`src/rtl/uart_pkg.sv`:
```
// Shared definitions for the UART transmitter: FSM state encoding,
// parity-mode constants and the parity-bit helper.
package uart_pkg;

  typedef enum logic [2:0] {
    ST_IDLE   = 3'd0,
    ST_START  = 3'd1,
    ST_DATA   = 3'd2,
    ST_PARITY = 3'd3,
    ST_STOP   = 3'd4
  } tx_state_t;

  localparam int PAR_NONE = 0;
  localparam int PAR_EVEN = 1;
  localparam int PAR_ODD  = 2;

  // ones_xor is the XOR-reduction of the payload (1 when it holds an odd
  // number of ones); even parity repeats it, odd parity inverts it.
  function automatic logic parity_bit(input logic ones_xor, input int mode);
    return (mode == PAR_ODD) ? ~ones_xor : ones_xor;
  endfunction

endpackage

```
`src/rtl/uart_baud_tick.sv`:
```
// Bit-period timer: counts CLKS_PER_BIT clocks and pulses bit_end on the
// last clock of every bit period. clear holds the count at zero.
module uart_baud_tick #(
  parameter int CLKS_PER_BIT = 868
) (
  input  logic clk,
  input  logic rst,
  input  logic clear,
  output logic bit_end
);

  localparam int CNT_W = (CLKS_PER_BIT > 1) ? $clog2(CLKS_PER_BIT) : 1;
  localparam logic [CNT_W-1:0] LAST = CNT_W'(CLKS_PER_BIT - 1);

  logic [CNT_W-1:0] cnt;

  // Free-running count while enabled, wrapping to zero at the end of a bit.
  always_ff @(posedge clk or posedge rst) begin
    if (rst) begin
      cnt <= '0;
    end else if (clear || (cnt == LAST)) begin
      cnt <= '0;
    end else begin
      cnt <= cnt + 1'b1;
    end
  end

  assign bit_end = !clear && (cnt == LAST);

endmodule

```
`src/rtl/uart_tx_param.sv`:
```
// Parameterised UART transmitter: start bit, DATA_BITS payload LSB first,
// optional even/odd parity, one or two stop bits. data_out, busy and done
// are all registered so the serial line never glitches.
module uart_tx_param
  import uart_pkg::*;
#(
  parameter int CLKS_PER_BIT = 868,
  parameter int DATA_BITS    = 8,
  parameter int PARITY       = 0,
  parameter int STOP_BITS    = 1
) (
  input  logic                 clk,
  input  logic                 rst,
  input  logic                 tx_valid,
  output logic                 tx_ready,
  input  logic [DATA_BITS-1:0] tx_data,
  output logic                 data_out,
  output logic                 busy,
  output logic                 done
);

  localparam logic [3:0] LAST_DATA = 4'(DATA_BITS - 1);
  localparam logic [3:0] LAST_STOP = 4'(STOP_BITS - 1);

  tx_state_t            state, state_nxt;
  logic [3:0]           bit_cnt, bit_cnt_nxt;
  logic [DATA_BITS-1:0] shreg, shreg_nxt;
  logic                 par_bit, par_bit_nxt;
  logic                 data_out_nxt, busy_nxt, done_nxt;
  logic                 bit_end;
  logic                 accept;

  // The timer only runs while a frame is on the line, so every frame
  // starts with a full-length start bit.
  uart_baud_tick #(
    .CLKS_PER_BIT(CLKS_PER_BIT)
  ) u_baud (
    .clk    (clk),
    .rst    (rst),
    .clear  (state == ST_IDLE),
    .bit_end(bit_end)
  );

  // Ready is withheld during reset so nothing can be accepted while rst=1.
  assign tx_ready = (state == ST_IDLE) && !rst;
  assign accept   = tx_valid && tx_ready;

  // Next-state and next-output decode; the registered outputs are computed
  // one cycle ahead so the line changes exactly on the bit boundary.
  always_comb begin
    state_nxt    = state;
    bit_cnt_nxt  = bit_cnt;
    shreg_nxt    = shreg;
    par_bit_nxt  = par_bit;
    data_out_nxt = 1'b1;
    busy_nxt     = 1'b1;
    done_nxt     = 1'b0;
    case (state)
      ST_IDLE: begin
        busy_nxt = 1'b0;
        if (accept) begin
          state_nxt    = ST_START;
          shreg_nxt    = tx_data;
          par_bit_nxt  = parity_bit(^tx_data, PARITY);
          bit_cnt_nxt  = 4'd0;
          data_out_nxt = 1'b0;
          busy_nxt     = 1'b1;
        end
      end
      ST_START: begin
        data_out_nxt = 1'b0;
        if (bit_end) begin
          state_nxt    = ST_DATA;
          data_out_nxt = shreg[0];
        end
      end
      ST_DATA: begin
        data_out_nxt = shreg[0];
        if (bit_end) begin
          if (bit_cnt == LAST_DATA) begin
            bit_cnt_nxt = 4'd0;
            if (PARITY != PAR_NONE) begin
              state_nxt    = ST_PARITY;
              data_out_nxt = par_bit;
            end else begin
              state_nxt    = ST_STOP;
              data_out_nxt = 1'b1;
            end
          end else begin
            bit_cnt_nxt  = bit_cnt + 4'd1;
            shreg_nxt    = shreg >> 1;
            data_out_nxt = shreg[1];
          end
        end
      end
      ST_PARITY: begin
        data_out_nxt = par_bit;
        if (bit_end) begin
          state_nxt    = ST_STOP;
          data_out_nxt = 1'b1;
        end
      end
      ST_STOP: begin
        if (bit_end) begin
          if (bit_cnt == LAST_STOP) begin
            state_nxt   = ST_IDLE;
            bit_cnt_nxt = 4'd0;
            busy_nxt    = 1'b0;
            done_nxt    = 1'b1;
          end else begin
            bit_cnt_nxt = bit_cnt + 4'd1;
          end
        end
      end
      default: begin
        state_nxt = ST_IDLE;
        busy_nxt  = 1'b0;
      end
    endcase
  end

  // Control state and line outputs; reset aborts any frame at once.
  always_ff @(posedge clk or posedge rst) begin
    if (rst) begin
      state    <= ST_IDLE;
      bit_cnt  <= 4'd0;
      data_out <= 1'b1;
      busy     <= 1'b0;
      done     <= 1'b0;
    end else begin
      state    <= state_nxt;
      bit_cnt  <= bit_cnt_nxt;
      data_out <= data_out_nxt;
      busy     <= busy_nxt;
      done     <= done_nxt;
    end
  end

  // Payload and parity hold; always reloaded on accept, so no reset needed.
  always_ff @(posedge clk) begin
    shreg   <= shreg_nxt;
    par_bit <= par_bit_nxt;
  end

endmodule

```
`config.mk`:
```
export PLATFORM = sky130hd
export DESIGN_NAME = uart_tx_param
export DESIGN_NICKNAME = d
export VERILOG_FILES = /design/src/rtl/uart_pkg.sv /design/src/rtl/uart_baud_tick.sv /design/src/rtl/uart_tx_param.sv
export SDC_FILE = /design/constraint.sdc
export NUM_CORES = 1
export LEC_CHECK = 0
export CORE_ASPECT_RATIO = 1.5
export CORE_MARGIN = 2
export CORE_UTILIZATION = 33
export CTS_CLUSTER_DIAMETER = 30
export DETAILED_ROUTE_END_ITERATION = 6
export GPL_TIMING_DRIVEN = 0
export RECOVER_POWER = 50
export REMOVE_ABC_BUFFERS = 1
export SYNTH_ARGS = -nofsm -noshare
export SYNTH_HDL_FRONTEND = slang
export SYNTH_SLANG_ARGS = --single-unit
```
`constraint.sdc`:
```
create_clock -name clk -period 2.4 [get_ports clk]
set_input_delay 0.36 -clock clk [delete_from_list [all_inputs] [get_ports clk]]
set_output_delay 0.36 -clock clk [all_outputs]
set_load 0.05 [all_outputs]
```
==> results.txt <==
Final Hold Fails = 0
Die W = 60.59 um
Root Buffer = clkbuf_8
residual DRC count = 0
Die H = 88.89 um
TritonCTS sink count = 29
cell area after layout = 1868 um2
CP startpoint = u_baud.cnt[0]
leading area contributor after synthesis = dfrtp_1
share of cells above drive strength 1 = 16.88%
first-pass GRT wire length = 5.195 mm
I/O Buffers = 14
Cell variety after synth = 47
RePlAce Congestion = 0.8391
initial drt markers = 66
Critical Path Sink Type = register
DIE AREA = 5386 um2
crit start category = register
EDFF count, synth = 9
Mapped Area = 1585 um2
Critical Path Fanout Max = 8
post-detail-place hpwl = 2.165 mm
CTS buffer count = 5
Post-DRT Antenna Nets = 0
Lkg Pwr = 0.7190 nW
critical path required time = 2330 ps
maximum clock rate = 472.6 MHz
worst min path class = register to register
DP Area = 1763 um2
dpl ws = -403.4 ps
Core ar. = 4579 um2
H-Tree Depth = 2
Clock transition at path regs = 60 ps
most frequent cell after synthesis = dfrtp_1
Yosys top cell area share = 29.99%
largest net degree at the start of global routing = 21
Slew HR = 48.83%
critical path arrival = 2040 ps
worst vdd ir = 0.3309 mV
post-layout util = 40.79%
Initial Util = 34.62%
number of synthesis warnings = 0
Power Density = 697.7 nW/um2
Avg Vias per Cell = 4.969
setup violators final = 0
unrepaired setup endpoints after global routing = false
fin. max-slew vios = 0
Seq/Total Area, Yosys = 48.70%
Layout area overhead = 17.84%
cts hold-fix bufs = 0
drt pass-1 iters = 4
Area contributors post-synth = dfrtp_1 30%, edfxtp_1 17%, xnor2_1 6.6%, mux2_2 5.0%, nor2_1 3.8%
WL/cell = 12.96 um
detailed-route via count = 1,113
Worst Reg-to-Reg Cells = 5
n_diodes = 0
register-to-register setup slack = 280 ps
final setup margin = 283.9 ps
Final period util = 88.17%
antenna violations before repair = 0
Mapped Avg Cell Area = 11.01 um2
flops & latches, synth = 29
Post-Route Skew = 4.068 ps
later-pin clock latency in the skew report = 280 ps
Crit Path Class = register to register
CTS tree = yes
cells after synthesis = 144
num ports = 15
Cell Rows = 30
max_cap viols = 0
status = finished clean
clk buf depth = 2
Main synth FF type = dfrtp_1
Post-synth ARST share = 68.97%
vias in the first global route = 1,151
Final #Nets = 173
measured slew at the worst slew-check pin = 764.3 ps
worst r2r src = u_baud.cnt[0]
post-CTS setup buffers = 0
Tmin final = 2116 ps
R2R Path End = shreg[4]
crit path to = shreg[4]
Global Route Usage Sum = 12.84%
grt total ovfl = 0
Synth top cells by count = 19 x dfrtp_1, 16 x nor2_1, 12 x xnor2_1, 9 x edfxtp_1, 8 x inv_1
routed wire length = 2.904 mm
## flip-flops by register name, summed over array words and instances, names as in the netlist
register	count
u_baud.cnt	10
shreg	8
bit_cnt	4
state	3
busy	1
data_out	1
done	1
par_bit	1
## per-layer routing
metal | vias to the layer above | wire length [um] | GRT usage [%]
met3 | 5 | 110 | 4.825
met1 | 539 | 1219 | 14.56
li1 | 542 | - | -
met4 | 0 | 47 | 3.755
met5 | - | 0 | 0
met2 | 27 | 1527 | 22.09
## placed cells by master (no fill, tap or decap), drive strengths merged, types with 2 or more instances in the layout
cell	Yosys	final
nor3	3	3
nand2b	2	2
nor2	17	17
nor4	3	3
edfxtp	9	9
inv	8	8
o211ai	2	2
a21oi	2	2
clkdlybuf4s50	0	8
ha	3	3
xor2	4	4
dfrtp	19	19
nand4	2	2
nand3	6	6
mux2	7	7
dlygate4sd3	0	5
o21ai	8	8
nand2	4	4
xnor2	12	12
clkbuf	1	9
and3	5	5
nor3b	2	2
## where the power goes
group / switching [W] / internal (W)
clock: 0.000167 / 0.000233
combinational: 0.000136 / 0.000120
sequential: 0.0000745 / 0.000573
## kinds of logic after synthesis
kind of cell,share of synthesized area [%]
mux,5.604
compound gates,8.998
fa+ha+maj,2.368
xor+xnor,8.840
buf+inv,4.577
flops,48.70
simple gates,20.92
## through the flow
step / hold WS [ps] / power [W] / TNS, ps / std cells
after floorplan: 323.1 / 0.0008282 / 0 / 138
after global placement: 490.1 / 0.0009045 / -2669 / 216
after detailed placement: 509.1 / 0.0009123 / -3235 / 216
after CTS: 516.5 / 0.001318 / 0 / 224
after global routing: 521.1 / 0.001387 / 0 / 224
final: 507.5 / 0.001303 / 0 / 224
## how the worst min path moves through the flow
stage / cells past startpoint / from / end
after global routing: 1 / u_baud.cnt[0] / u_baud.cnt[0]
after CTS: 1 / u_baud.cnt[0] / u_baud.cnt[0]
after floorplan: 1 / rst / bit_cnt[0]
final: 1 / u_baud.cnt[0] / u_baud.cnt[0]
after global placement: 1 / u_baud.cnt[0] / u_baud.cnt[0]
after detailed placement: 1 / u_baud.cnt[0] / u_baud.cnt[0]
## worst max-delay path, stage by stage, from the launching register on
cell and delay, ps:
dfrtp_1 400, ha_1 310, nand2b_1 120, nor4_2 340, a31oi_1 220, nor3_4 380
## what timing repair did
item                       CTS  global route
gates resized for setup      4             3
pin swaps                    0             0
setup endpoints to repair   10             9
## final cells by class
cell class,count,area (um2)
clock buffers,8,90.09
fillers,467,2711
inverters,8,30.03
multi-input cells,101,760.7
flip-flops and latches,29,772.0
well taps,64,80.08
repair buffers,14,135.1
Note: power is estimated with default switching activity, not from simulation.
